[config.mk]
export PLATFORM = sky130hd
export DESIGN_NAME = fft_bram_addr_gen
export DESIGN_NICKNAME = d
export VERILOG_FILES = /design/src/rtl/fft_bram_addr_gen.sv
export SDC_FILE = /design/constraint.sdc
export NUM_CORES = 1
export LEC_CHECK = 0
export ABC_AREA = 1
export CAP_MARGIN = 25
export CORE_MARGIN = 2
export CORE_UTILIZATION = 49
export DETAILED_ROUTE_END_ITERATION = 10
export PLACE_DENSITY_LB_ADDON = 0.3
export SLEW_MARGIN = 20
export SYNTH_ARGS = -nofsm -noshare
export SYNTH_HDL_FRONTEND = slang
export SYNTH_SLANG_ARGS = --single-unit
[constraint.sdc]
create_clock -name clk -period 3.1 [get_ports clk]
set_clock_uncertainty 0.1 [all_clocks]
set_input_delay 0.62 -clock clk [delete_from_list [all_inputs] [get_ports clk]]
set_output_delay 0.62 -clock clk [all_outputs]
set_load 0.005 [all_outputs]
[src/rtl/fft_bram_addr_gen.sv]
// fft_bram_addr_gen: bit-reversed sample loader and radix-2 DIT
// butterfly address/twiddle sequencer for an in-place FFT BRAM.
module fft_bram_addr_gen #(
    parameter  int DATA_WIDTH = 18,
    parameter  int LOG2N      = 10,
    parameter  int STAGE_GAP  = 4,
    localparam int STG_W      = (LOG2N > 2) ? $clog2(LOG2N) : 1
) (
    input  logic                  clk,
    input  logic                  rst_n,
    input  logic                  i_start,
    input  logic                  i_in_valid,
    input  logic [DATA_WIDTH-1:0] i_in_data,
    output logic                  o_in_ready,
    output logic                  o_we,
    output logic [LOG2N-1:0]      o_waddr,
    output logic [DATA_WIDTH-1:0] o_wdata,
    output logic                  o_bf_valid,
    input  logic                  i_bf_ready,
    output logic [LOG2N-1:0]      o_bf_addr_a,
    output logic [LOG2N-1:0]      o_bf_addr_b,
    output logic [LOG2N-2:0]      o_tw_idx,
    output logic [STG_W-1:0]      o_stage,
    output logic                  o_busy,
    output logic                  o_done
);
    localparam int KW    = LOG2N - 1;
    localparam int DW    = 2 * LOG2N + KW;
    localparam int GAP_W = (STAGE_GAP > 1) ? $clog2(STAGE_GAP) : 1;

    localparam logic [GAP_W-1:0] GAP_LAST =
        GAP_W'((STAGE_GAP > 0) ? STAGE_GAP - 1 : 0);
    localparam logic [STG_W-1:0] LAST_STG = STG_W'(LOG2N - 1);
    localparam logic [KW-1:0]    LAST_K   = '1;
    localparam logic [LOG2N-1:0] LAST_CNT = '1;

    typedef enum logic [2:0] {
        S_IDLE,
        S_LOAD,
        S_COMPUTE,
        S_GAP,
        S_DONE
    } state_t;

    state_t                r_state;
    logic [LOG2N-1:0]      r_cnt;
    logic [KW-1:0]         r_k;
    logic [STG_W-1:0]      r_s;
    logic [GAP_W-1:0]      r_gap;
    logic                  r_in_ready;
    logic                  r_we;
    logic [LOG2N-1:0]      r_waddr;
    logic [DATA_WIDTH-1:0] r_wdata;
    logic                  r_bf_valid;
    logic [LOG2N-1:0]      r_addr_a;
    logic [LOG2N-1:0]      r_addr_b;
    logic [KW-1:0]         r_tw;
    logic                  r_busy;
    logic                  r_done;

    function automatic logic [LOG2N-1:0] bitrev(
        input logic [LOG2N-1:0] x
    );
        logic [LOG2N-1:0] r;
        for (int i = 0; i < LOG2N; i++) r[i] = x[LOG2N-1-i];
        return r;
    endfunction

    // Inserting a zero at bit s of k yields addr_a; k's low s bits
    // scaled up to the ROM's N/2 resolution give the twiddle index.
    function automatic logic [DW-1:0] desc(
        input logic [KW-1:0]    k,
        input logic [STG_W-1:0] s
    );
        logic [LOG2N-1:0] kk;
        logic [LOG2N-1:0] half;
        logic [LOG2N-1:0] mask;
        logic [LOG2N-1:0] a;
        logic [KW-1:0]    pos;
        kk   = {1'b0, k};
        half = LOG2N'(1) << s;
        mask = half - LOG2N'(1);
        a    = ((kk & ~mask) << 1) | (kk & mask);
        pos  = k & KW'(mask);
        return {a, a + half, pos << (LOG2N - 1 - int'(s))};
    endfunction

    always_ff @(posedge clk) begin
        if (!rst_n) begin
            r_state    <= S_IDLE;
            r_cnt      <= '0;
            r_k        <= '0;
            r_s        <= '0;
            r_gap      <= '0;
            r_in_ready <= 1'b0;
            r_we       <= 1'b0;
            r_waddr    <= '0;
            r_wdata    <= '0;
            r_bf_valid <= 1'b0;
            r_addr_a   <= '0;
            r_addr_b   <= '0;
            r_tw       <= '0;
            r_busy     <= 1'b0;
            r_done     <= 1'b0;
        end else begin
            r_we   <= 1'b0;
            r_done <= 1'b0;
            unique case (r_state)
                S_IDLE: if (i_start) begin
                    r_state    <= S_LOAD;
                    r_cnt      <= '0;
                    r_in_ready <= 1'b1;
                    r_busy     <= 1'b1;
                end
                S_LOAD: if (i_in_valid && r_in_ready) begin
                    r_we    <= 1'b1;
                    r_waddr <= bitrev(r_cnt);
                    r_wdata <= i_in_data;
                    r_cnt   <= r_cnt + LOG2N'(1);
                    if (r_cnt == LAST_CNT) begin
                        r_in_ready <= 1'b0;
                        r_k        <= '0;
                        r_s        <= '0;
                        r_state    <= S_COMPUTE;
                    end
                end
                S_COMPUTE: if (!r_bf_valid) begin
                    {r_addr_a, r_addr_b, r_tw} <= desc(r_k, r_s);
                    r_bf_valid <= 1'b1;
                end else if (i_bf_ready) begin
                    if (r_k != LAST_K) begin
                        r_k <= r_k + KW'(1);
                        {r_addr_a, r_addr_b, r_tw} <=
                            desc(r_k + KW'(1), r_s);
                    end else if (r_s == LAST_STG) begin
                        r_bf_valid <= 1'b0;
                        r_done     <= 1'b1;
                        r_busy     <= 1'b0;
                        r_k        <= '0;
                        r_s        <= '0;
                        r_state    <= S_DONE;
                    end else if (STAGE_GAP == 0) begin
                        r_k <= '0;
                        r_s <= r_s + STG_W'(1);
                        {r_addr_a, r_addr_b, r_tw} <=
                            desc('0, r_s + STG_W'(1));
                    end else begin
                        r_bf_valid <= 1'b0;
                        r_gap      <= '0;
                        r_state    <= S_GAP;
                    end
                end
                S_GAP: if (r_gap == GAP_LAST) begin
                    r_k        <= '0;
                    r_s        <= r_s + STG_W'(1);
                    {r_addr_a, r_addr_b, r_tw} <=
                        desc('0, r_s + STG_W'(1));
                    r_bf_valid <= 1'b1;
                    r_state    <= S_COMPUTE;
                end else begin
                    r_gap <= r_gap + GAP_W'(1);
                end
                S_DONE:  r_state <= S_IDLE;
                default: r_state <= S_IDLE;
            endcase
        end
    end

    assign o_in_ready  = r_in_ready;
    assign o_we        = r_we;
    assign o_waddr     = r_waddr;
    assign o_wdata     = r_wdata;
    assign o_bf_valid  = r_bf_valid;
    assign o_bf_addr_a = r_addr_a;
    assign o_bf_addr_b = r_addr_b;
    assign o_tw_idx    = r_tw;
    assign o_stage     = r_s;
    assign o_busy      = r_busy;
    assign o_done      = r_done;

endmodule

==> results.yml <==
setup_path:
  crit_path_end_kind: "flop"
  r2r_setup_slack_ns: 0.13
  crit-reg2reg-launch: "o_stage[3]$_SDFFE_PN0P_"
  cell_by_cell_listing_of_the_critical_path: "buf_4 -> inv_1 -> nand2_1 -> a21oi_1 -> inv_1 -> o22ai_1 -> inv_1 -> ha_1 -> nand4_1 -> nand2_1 -> xor2_1 -> o21ai_1 -> a21oi_1"
  critical_path.endpoint: "o_bf_addr_b[4]$_SDFFE_PN0P_"
  timing.critical_path.arrival_ns: 3.17
  critPathLaunch: "o_stage[3]$_SDFFE_PN0P_"
  cpMostUsedCell: "sky130_fd_sc_hd__inv_1"
  ff2ff_path_depth: 13
  critical_path_start_end_classification: "flop to flop"
  reg2reg_to: "o_bf_addr_b[4]$_SDFFE_PN0P_"
  worstPathRequired_ns: 3.30
  startpoint_type: "flop"
  path_max_fanout: 7
  critPathSlowestCell: "sky130_fd_sc_hd__dfxtp_1"
  slowest_cell_delay_on_critical_path_ns: 0.45
timing:
  setup_ws_ns: 0.128
  final.min_clock_period_ns: 2.97
  final_setup_tns_ns: 0
  min_period_over_period_pct: 95.9
  total_count_of_hold_check_failures_in_the_final_report: 0
  slew_viol_final: 0
  tightest_slew_ns: 0.752
  grt_setup_unrepaired: "yes"
  achievable-frequency_mhz: 336
  setup-violations-final: 0
  relative_max_transition_margin_pct: 49.8
die:
  ios: 89
  design.die.area_um2: 11600
  rows: 37
  core_area_um2: 10400
  die_h_um: 108
  initial_utilization_pct: 50.8
  fp.dieW_um: 108
run_status:
  outcome: "finished, final reports clean"
detailed_routing:
  num_vias: 5340
  wire_per_inst_um: 14.6
  totalWireLength_mm: 14.7
  initialDrtViolationCount: 356
  vias_per_cell: 5.31
  ant_nets: 0
  first_pass_iters: 5
  drc: 0
synth:
  synth-xor-area-share_pct: 1.33
  synth_compound_area_share_pct: 18.2
  synth_flop_cell: "sky130_fd_sc_hd__dfxtp_1"
  mappedNetlistArea_um2: 5270
  synthArstFlopShare_pct: 0
  adder_cell_area_share_of_the_yosys_netlist_pct: 5.60
  synth_nets: 807
  synth_cell_type_count: 49
  muxShareOfSynthArea_pct: 0.190
  synth_top_family_by_area: "simple AND/OR/NAND/NOR gates"
  synthCells: 761
  synth_simple_gate_area_share_pct: 32.1
  synth-edff-count: 0
  post_synth.cell_area_avg_um2: 6.93
  yosysWarningCount: 0
  yosys_reg_bits: 90
  synth_seq_area_share_pct: 34.2
worst_hold_path:
  min-delay-path-class: "flop to flop"
  worst_hold_launch: "o_tw_idx[2]$_SDFFE_PN0P_"
global_routing:
  grt.total_usage_pct: 25.7
  number_of_global_route_vias_before_repair: 5170
  wire_length_of_the_first_global_routing_pass_mm: 23.9
  grt_max_degree: 41
  grt_overflow_total: 0
  grt_antenna_before_repair: 0
power:
  power.share.clock_pct: 12.9
  power_switching_w: 0.00284
  cellPowerDensity_nw_per_um2: 876
  sw_frac_of_total_pct: 48.4
  combPwrFrac_pct: 61.2
  leakage_nw: 2.91
  power.sequential.fraction_pct: 25.9
  intPower_w: 0.00303
  ir_drop_mv: 0.405
finish:
  drive_above_1_share_pct: 15.1
  layout.cells.non_filler: 1005
  finish.net_count: 910
  antenna_cells: 0
  post-route-util_pct: 64.7
  count_of_fill_cells_added_during_filler_insertion: 939
  seq_area_um2: 1800
  area_growth_syn_to_layout_pct: 27.2
  combined_area_of_the_multi_input_logic_cells_um2: 3120
placement:
  globalplace.congestion: 0.904
  dp.cells: 986
  dp_slack_ns: 0.00117
  io_buffer_count: 88
  detailed_place_hpwl_mm: 11.2
flow_run:
  timing.max_cap.violations: 0
clocking:
  cts.htree.levels: 3
  tritoncts: "built"
  postCtsHoldBufs: 0
  clk_transition_reported_paths_ns: 0.09
  cts_sinks: 90
  cts-buffers-inserted: 9
  cts-root-buf: "sky130_fd_sc_hd__clkbuf_8"
  insertion_delay_ns: 0.38
  max-clock-path-buffers: 2
## worst max-delay path, delay by kind of cell, from the launching register on
kind	cells	cell delay, ns
and+or+nand+nor	3	0.43
adders and majority gates	1	0.39
DFF	1	0.45
buffers and inverters	4	0.61
xor gates and xnor gates	1	0.26
AOI/OAI and AO/OA	4	0.65
## final cells by class
type                            instances  share of cell area (%)
Clock buffer                           10                    1.90
Multi-Input combinational cell        558                    46.5
Sequential cell                        90                    26.9
Timing Repair Buffer                  118                    16.7
Inverter                               87                    4.89
Clock inverter                          6                   0.634
Tap cell                              136                    2.54
## worst min path at each step
stage / to / cells after the start / slack [ns]
final: o_tw_idx[2]$_SDFFE_PN0P_ / 2 / 0.37
after global routing: o_tw_idx[0]$_SDFFE_PN0P_ / 2 / 0.39
after CTS: o_tw_idx[2]$_SDFFE_PN0P_ / 2 / 0.37
after detailed placement: o_tw_idx[2]$_SDFFE_PN0P_ / 2 / 0.36
after global placement: o_bf_addr_a[1]$_SDFFE_PN0P_ / 2 / 0.35
after floorplan: r_gap[1]$_SDFFE_PN0P_ / 2 / 0.35
## cells by family after synthesis
kind of cell | after synthesis
and+or+nand+nor | 359
AOI/OAI and AO/OA | 167
muxes | 1
adders and majority gates | 23
buffers and inverters | 113
DFF | 90
xor gates and xnor gates | 8
## registers in the layout (all words and copies together), names as in the netlist, 2 cells and up
register     count
o_bf_addr_a     10
o_bf_addr_b     10
o_stage          4
o_tw_idx         9
o_waddr         10
o_wdata         18
r_cnt           10
r_gap            2
r_k              9
r_state          3
## placed cells by master (no fill, tap or decap), types with 7 or more instances in the layout
master                            synthesis  routed
sky130_fd_sc_hd__clkdlybuf4s50_1          0      88
sky130_fd_sc_hd__buf_4                    0      29
sky130_fd_sc_hd__nand2_2                 13      13
sky130_fd_sc_hd__nand3_2                 12      12
sky130_fd_sc_hd__a21oi_2                  6       8
sky130_fd_sc_hd__inv_1                   74      72
sky130_fd_sc_hd__clkbuf_8                 0       9
sky130_fd_sc_hd__nor3_1                   8       8
sky130_fd_sc_hd__nand4_1                 12      12
sky130_fd_sc_hd__nor2_4                   8       9
sky130_fd_sc_hd__a31oi_1                  7       7
sky130_fd_sc_hd__a21oi_1                 68      66
sky130_fd_sc_hd__ha_1                    22      17
sky130_fd_sc_hd__dfxtp_1                 90      88
sky130_fd_sc_hd__nand3_1                 37      37
sky130_fd_sc_hd__nor2_1                  91      90
sky130_fd_sc_hd__inv_2                   10      12
sky130_fd_sc_hd__nand2_1                157     157
sky130_fd_sc_hd__o21ai_1                  8       8
sky130_fd_sc_hd__nor2_2                   9       9
sky130_fd_sc_hd__a211oi_1                11      11
sky130_fd_sc_hd__o21ai_0                 50      49
## per-stage QoR
| stage | instance area, um^2 | total power, W | hold WS [ns] |
|---|---|---|---|
| global placement | 6410 | 0.00480 | 0.352 |
| CTS | 6590 | 0.00562 | 0.371 |
| detailed placement | 6410 | 0.00486 | 0.357 |
| floorplan | 5270 | 0.00377 | 0.348 |
| global route | 6710 | 0.00632 | 0.387 |
| finish | 6710 | 0.00588 | 0.368 |
## synth_stat cells (2+ instances only)
cell type / instances / area share [%]
sky130_fd_sc_hd__a211oi_1: 11 / 1.6
sky130_fd_sc_hd__a21o_1: 2 / 0.28
sky130_fd_sc_hd__a21oi_1: 68 / 6.5
sky130_fd_sc_hd__a21oi_2: 6 / 1.0
sky130_fd_sc_hd__a31oi_1: 7 / 0.83
sky130_fd_sc_hd__buf_1: 2 / 0.14
sky130_fd_sc_hd__buf_2: 2 / 0.19
sky130_fd_sc_hd__buf_6: 2 / 0.43
sky130_fd_sc_hd__clkbuf_1: 20 / 1.4
sky130_fd_sc_hd__clkinv_1: 2 / 0.14
sky130_fd_sc_hd__dfxtp_1: 90 / 34
sky130_fd_sc_hd__ha_1: 22 / 5.2
sky130_fd_sc_hd__inv_1: 74 / 5.3
sky130_fd_sc_hd__inv_2: 10 / 0.71
sky130_fd_sc_hd__nand2_1: 157 / 11
sky130_fd_sc_hd__nand2_2: 13 / 1.5
sky130_fd_sc_hd__nand2_4: 2 / 0.43
sky130_fd_sc_hd__nand3_1: 37 / 3.5
sky130_fd_sc_hd__nand3_2: 12 / 2.3
sky130_fd_sc_hd__nand3b_1: 2 / 0.28
sky130_fd_sc_hd__nand4_1: 12 / 1.4
sky130_fd_sc_hd__nor2_1: 91 / 6.5
sky130_fd_sc_hd__nor2_2: 9 / 1.1
sky130_fd_sc_hd__nor2_4: 8 / 1.7
sky130_fd_sc_hd__nor3_1: 8 / 0.76
sky130_fd_sc_hd__nor3b_1: 2 / 0.28
sky130_fd_sc_hd__o211ai_1: 3 / 0.43
sky130_fd_sc_hd__o21ai_0: 50 / 4.7
sky130_fd_sc_hd__o21ai_1: 8 / 0.76
sky130_fd_sc_hd__o22ai_1: 3 / 0.36
sky130_fd_sc_hd__or2_2: 2 / 0.24
sky130_fd_sc_hd__xnor2_1: 4 / 0.66
sky130_fd_sc_hd__xor2_1: 4 / 0.66
## power groups by stage
stage	Combinational (W)	Clock [W]	Sequential (W)
after floorplan	0.00224	0	0.00153
after global placement	0.00327	0	0.00153
after detailed placement	0.00332	0	0.00154
after CTS	0.00334	0.000766	0.00151
after global routing	0.00398	0.000803	0.00154
final	0.00360	0.000758	0.00152
## repair_timing
item                       in CTS  in global routing
pin swaps                       1                  6
setup endpoints to repair       1                  6
gates resized for setup         1                 19
gates cloned                    0                  0
setup buffers                   0                  3
## per-layer routing
metal | track usage [%] | part of all wire [%]
met3 | 5.21 | 6.6
met2 | 44.4 | 48
met5 | 0 | 0
met1 | 31.5 | 43
met4 | 9.16 | 2.1
(Power assumes the default switching activity.)
